[src/rtl/instr_fetch_unit.sv]
`default_nettype none
// ============================================================================
// Module   : instr_fetch_unit
// Brief    : Fetch stage owning the PC and instruction register; req/ack
//            instruction-memory reads with redirect, kill, timeout and
//            misaligned-target error handling.
// Revision : 1.0 - initial release
// ============================================================================
module instr_fetch_unit #(
    parameter logic [31:0] RESET_PC  = 32'h0000_0000,
    parameter int          TIMEOUT   = 16,
    parameter logic [31:0] NOP_INSTR = 32'h0000_0013
) (
    input  logic        fetch_clk,
    input  logic        fetch_rst_n,
    input  logic        ic_count,
    input  logic        ic_wr_en,
    input  logic [31:0] ic_target,
    output logic        imem_req,
    output logic [31:0] imem_addr,
    input  logic        imem_ack,
    input  logic [31:0] imem_rdata,
    output logic [31:0] instr_out,
    output logic        instr_valid,
    output logic [31:0] pc_out,
    output logic        fetch_err
);

    localparam int C_TMO_W = $clog2(TIMEOUT + 1);

    typedef enum logic [1:0] {
        S_BOOT = 2'd0,
        S_REQ  = 2'd1,
        S_HOLD = 2'd2,
        S_ERR  = 2'd3
    } state_t;

    state_t               r_state;
    logic [31:0]          r_pc;
    logic                 r_req;
    logic [31:0]          r_instr;
    logic                 r_valid;
    logic                 r_err;
    logic                 r_kill;
    logic [C_TMO_W-1:0]   r_tmo_cnt;

    logic                 w_misalign;
    logic                 w_tmo_hit;

    assign w_misalign = (ic_target[1:0] != 2'b00);
    assign w_tmo_hit  = (r_tmo_cnt == C_TMO_W'(TIMEOUT - 1));

    assign imem_req    = r_req;
    assign imem_addr   = r_pc;
    assign pc_out      = r_pc;
    assign instr_out   = r_instr;
    assign instr_valid = r_valid;
    assign fetch_err   = r_err;

    always_ff @(posedge fetch_clk or negedge fetch_rst_n) begin
        if (!fetch_rst_n) begin
            r_state   <= S_BOOT;
            r_pc      <= RESET_PC;
            r_req     <= 1'b0;
            r_instr   <= NOP_INSTR;
            r_valid   <= 1'b0;
            r_err     <= 1'b0;
            r_kill    <= 1'b0;
            r_tmo_cnt <= '0;
        end else begin
            case (r_state)
                // Also serves as the one-cycle request gap after a killed fetch
                S_BOOT: begin
                    if (ic_wr_en) begin
                        r_pc <= ic_target;
                    end
                    if (ic_wr_en && w_misalign) begin
                        r_err   <= 1'b1;
                        r_state <= S_ERR;
                    end else begin
                        r_req     <= 1'b1;
                        r_tmo_cnt <= '0;
                        r_state   <= S_REQ;
                    end
                end

                S_REQ: begin
                    if (ic_wr_en && w_misalign) begin
                        r_pc    <= ic_target;
                        r_req   <= 1'b0;
                        r_err   <= 1'b1;
                        r_valid <= 1'b0;
                        r_instr <= NOP_INSTR;
                        r_kill  <= 1'b0;
                        r_state <= S_ERR;
                    end else if (ic_wr_en) begin
                        r_pc    <= ic_target;
                        r_valid <= 1'b0;
                        r_instr <= NOP_INSTR;
                        if (imem_ack) begin
                            // Acked word belongs to the old PC; re-request at once
                            r_tmo_cnt <= '0;
                            r_kill    <= 1'b0;
                        end else if (w_tmo_hit) begin
                            r_req   <= 1'b0;
                            r_err   <= 1'b1;
                            r_state <= S_ERR;
                        end else begin
                            r_tmo_cnt <= r_tmo_cnt + 1'b1;
                            r_kill    <= 1'b1;
                        end
                    end else if (imem_ack) begin
                        r_tmo_cnt <= '0;
                        r_req     <= 1'b0;
                        if (r_kill) begin
                            r_kill  <= 1'b0;
                            r_state <= S_BOOT;
                        end else begin
                            r_instr <= imem_rdata;
                            r_valid <= 1'b1;
                            r_state <= S_HOLD;
                        end
                    end else if (w_tmo_hit) begin
                        r_req   <= 1'b0;
                        r_err   <= 1'b1;
                        r_valid <= 1'b0;
                        r_instr <= NOP_INSTR;
                        r_state <= S_ERR;
                    end else begin
                        r_tmo_cnt <= r_tmo_cnt + 1'b1;
                    end
                end

                S_HOLD: begin
                    if (ic_wr_en) begin
                        r_pc    <= ic_target;
                        r_valid <= 1'b0;
                        r_instr <= NOP_INSTR;
                        if (w_misalign) begin
                            r_err   <= 1'b1;
                            r_state <= S_ERR;
                        end else begin
                            r_req   <= 1'b1;
                            r_state <= S_REQ;
                        end
                    end else if (ic_count) begin
                        r_pc    <= r_pc + 32'd4;
                        r_valid <= 1'b0;
                        r_req   <= 1'b1;
                        r_state <= S_REQ;
                    end
                end

                default: begin
                    r_req   <= 1'b0;
                    r_valid <= 1'b0;
                    r_instr <= NOP_INSTR;
                end
            endcase
        end
    end

endmodule
`default_nettype wire

[config.mk]
export PLATFORM = sky130hd
export DESIGN_NAME = instr_fetch_unit
export DESIGN_NICKNAME = d
export VERILOG_FILES = /design/src/rtl/instr_fetch_unit.sv
export SDC_FILE = /design/constraint.sdc
export NUM_CORES = 1
export LEC_CHECK = 0
export ABC_CLOCK_PERIOD_IN_PS = 2700
export CAP_MARGIN = 5
export CORE_MARGIN = 1
export CORE_UTILIZATION = 45
export CTS_BUF_LIST = sky130_fd_sc_hd__clkbuf_2
export CTS_CLUSTER_SIZE = 8
export DETAILED_ROUTE_END_ITERATION = 16
export PLACE_DENSITY = 0.8
export SETUP_SLACK_MARGIN = 0.1
export SYNTH_ARGS = -nofsm -noshare
export SYNTH_HDL_FRONTEND = slang
export SYNTH_SLANG_ARGS = --single-unit
[constraint.sdc]
create_clock -name fetch_clk -period 2.7 [get_ports fetch_clk]
set_clock_uncertainty 0.2 [all_clocks]
set_input_delay 0.675 -clock fetch_clk [delete_from_list [all_inputs] [get_ports fetch_clk]]
set_output_delay 0.675 -clock fetch_clk [all_outputs]
set_load 0.03 [all_outputs]
==> results_dict.tcl <==
set metrics [dict create \
    final_util_pct 64.2 \
    avgRoutedWirePerCell_um 16.5 \
    cts_tree "done" \
    clockRootBuffer "clkbuf_2" \
    whs_endpoint "instr_out[4]$_DFFE_PN1P_" \
    synth_area_per_cell_um2 8.85 \
    reg2reg_depth 6 \
    synth_top_family_by_area "compound AO/OA/AOI/OAI gates" \
    cp_cell_sequence "clkdlybuf4s50_1" \
    placed_area_mm2 0.00628 \
    synth.distinct_cells 60 \
    firstDrtPassIters 7 \
    required_ns 1.82 \
    crit_buf_inv 1 \
    slowest_stage "clkdlybuf4s50_1" \
    drive_above_1_share_pct 9.35 \
    holdPathStages 2 \
    r2r-end "imem_addr[28]$_DFFE_PN0P_" \
    viasPerCell 5.58 \
    worstPathArrival_ns 1.64 \
    overflow 0 \
    ctsHtreeMaxLevel 3 \
    crit_family "buffers and inverters" \
    async_flop_share_pct 100 \
    end_kind "output pin" \
    netlist_instances 526 \
    globalplace.congestion 0.853 \
    remaining_drc_errors 0 \
    vdd_ir_drop_max_v 0.000594 \
    synth_fa_ha_area_share_pct 2.15 \
    worstMarginPinSlew_ns 0.502 \
    grt_max_degree 65 \
    cts_buffers 9 \
    drv_slew 0 \
    die_height_um 104 \
    num_rows 36 \
    vias 4448 \
    min_period_ns 2.51 \
    synth-main-ff-cell "dfrtp_1" \
    timing.rr.start "imem_addr[2]$_DFFE_PN0P_" \
    final_cells 797 \
    rsz0062_at_grt "no" \
    regArea_mm2 0.00189 \
    powerDensity_mw_per_mm2 1010 \
    p_clk_share_pct 9.5 \
    whs_ns 0.278 \
    die_w_um 104 \
    synth_area_mm2 0.00466 \
    dp_hpwl_um 9380 \
    p_sw_mw 3.38 \
    postRouteAntennaNets 0 \
    cts_buffer_depth 2 \
    startpoint_type "register" \
    pwr-share-seq_pct 30.3 \
    hold_class "register to register" \
    p_total_mw 6.40 \
    multi_input_area_mm2 0.00233 \
    grt_pass1_wl_um 21500 \
    nets 735 \
    fmax_mhz 398 \
    timing.reg2reg.setup_slack_ns 0.32 \
    finalSetupTns_ns 0 \
    io_pins 168 \
    setup_slack_ns 0.188 \
    synth_nets 603 \
    n_fill_cell 859 \
    worstPathMaxFanout 2 \
    startpoint "fetch_err$_DFFE_PN0P_" \
    hold_viol 0 \
    power.internal_mw 3.02 \
    synth_compound_area_share_pct 20.8 \
    worstHoldStart "instr_out[4]$_DFFE_PN1P_" \
    synthMuxAreaShare_pct 7.50 \
    syn2layout_area_growth_pct 36.6 \
    clock_latency_ns 0.54 \
    yosys.area_share.simple_pct 19.7 \
    routed_wl_um 13200 \
    yosys_warnings 0 \
    combinationalPowerShare_pct 60.2 \
    final-setup-viol-count 0 \
    initial_core_util_pct 47.0 \
    die_area_mm2 0.0108 \
    worstSetupPathType "register to output pin" \
    grt_use_total_pct 24.5 \
    relSlewSlack_pct 66.5 \
    clkTransAtPathRegs_ns 0.25 \
    swShare_pct 52.8 \
    synth-xor-area-share_pct 0 \
    max_stage_delay_ns 0.69 \
    yosysSeqAreaShare_pct 40.4 \
    cts.sinks 75 \
    synth_edf_count 0 \
    antenna_found_initial 1 \
    pre_cts_ws_ns 0.113 \
    grt_pass1_vias 4254 \
    first_iter_violations 220 \
    coreArea_mm2 0.00991 \
    post-place-cells 779 \
    portBuffers 167 \
    maxCapViolations 0 \
    final_area_mm2 0.00636 \
    yosys_register_bits 75 \
    period_share_pct 93.0 \
    status "complete, no violations" \
    power_leakage_nw 3.11 \
]
[power groups by stage]
stage	Combinational (mW)	Clock (mW)	Sequential, mW
floorplan	2.17	0	2.46
global placement	4.01	0	1.94
detailed placement	4.10	0	1.97
CTS	3.86	0.624	1.93
global route	4.12	0.672	2.00
finish	3.86	0.607	1.94
[layer usage]
metal	vias up	share of wire [%]	track usage [%]
met2	166	51	42.7
met3	23	5.7	4.03
met4	0	2.3	10.7
li1	2137	-	-
met1	2122	41	30.0
met5	-	0	0
[area by class of cell]
cell class	count	area share (%)
flip-flops and latches	75	29.6
diodes	1	0.0393
repair buffers	187	28.8
well taps	133	2.62
clock inverters	7	0.885
clock buffers	9	0.708
multi-input cells	375	36.7
inverters	10	0.590
[cell usage after synthesis, types with 5 or more instances]
cell | number | share of area, %
nor2_1 | 24 | 1.9
and3_1 | 8 | 1.1
clkbuf_1 | 22 | 1.8
nand2_1 | 90 | 7.3
dfrtp_1 | 72 | 39
a21oi_1 | 14 | 1.5
o21ai_0 | 35 | 3.8
mux2i_1 | 21 | 4.5
o21ai_1 | 35 | 3.8
mux2_2 | 8 | 1.9
nand4_1 | 5 | 0.67
nand3_1 | 11 | 1.2
o31ai_1 | 9 | 1.5
buf_2 | 7 | 0.75
inv_1 | 10 | 0.81
a32oi_1 | 11 | 2.1
buf_4 | 33 | 5.3
ha_1 | 8 | 2.2
a31oi_1 | 9 | 1.2
nand2b_1 | 5 | 0.67
nor3_1 | 12 | 1.3
[kinds of logic after synthesis]
family                     after synthesis
AOI/OAI and AO/OA                      152
adders and majority gates                8
buffers and inverters                   76
DFF                                     75
muxes                                   33
and+or+nand+nor                        182
[cell usage in the layout, fill, tap and decap left out, types with 4 or more instances in the layout]
| master | Yosys | layout |
|---|---|---|
| nand2b_1 | 5 | 5 |
| inv_6 | 0 | 4 |
| dfrtp_2 | 0 | 4 |
| o31ai_1 | 9 | 9 |
| o21ai_1 | 35 | 35 |
| clkbuf_2 | 0 | 9 |
| buf_12 | 0 | 4 |
| nor2b_1 | 4 | 4 |
| dfrtp_1 | 72 | 68 |
| dlymetal6s2s_1 | 0 | 17 |
| clkdlybuf4s50_1 | 0 | 87 |
| buf_4 | 33 | 16 |
| o22ai_1 | 4 | 4 |
| nor3_1 | 12 | 12 |
| a221o_1 | 4 | 4 |
| nand4_1 | 5 | 5 |
| nor3b_1 | 4 | 4 |
| inv_1 | 10 | 10 |
| a31oi_1 | 9 | 9 |
| a21oi_1 | 14 | 14 |
| nor2_1 | 24 | 24 |
| mux2i_1 | 21 | 21 |
| mux2_2 | 8 | 8 |
| and3_1 | 8 | 8 |
| nand2_1 | 90 | 90 |
| dlygate4sd2_1 | 0 | 61 |
| ha_1 | 8 | 8 |
| a32oi_1 | 11 | 11 |
| o21ai_0 | 35 | 35 |
| o21a_1 | 4 | 4 |
| nand3_1 | 11 | 11 |
[worst max-delay path by stage]
stage                                           end  slack [ns]  cells past startpoint
after global placement    imem_addr[31]$_DFFE_PN0P_        0.17                      5
after floorplan           imem_addr[23]$_DFFE_PN0P_        0.27                      7
after CTS                                pc_out[13]        0.04                      1
final                                     fetch_err        0.19                      1
after detailed placement  imem_addr[31]$_DFFE_PN0P_        0.11                      5
after global routing                  instr_out[31]        0.10                      1
[flip-flops by register name, indices dropped and copies added, names as in the netlist]
register / count
fetch_err: 1
imem_addr: 32
imem_req: 1
instr_out: 32
instr_valid: 1
r_kill: 1
r_state: 2
r_tmo_cnt: 5
[repair_timing]
action / in CTS / in global routing
gates cloned: 0 / 0
buffers inserted: 0 / 0
hold buffers: 1 / 0
hold endpoints to repair: 36 / 0
gates resized for setup: 63 / 19
endpoints found under the setup margin: 62 / 19
(Power assumes the default switching activity.)
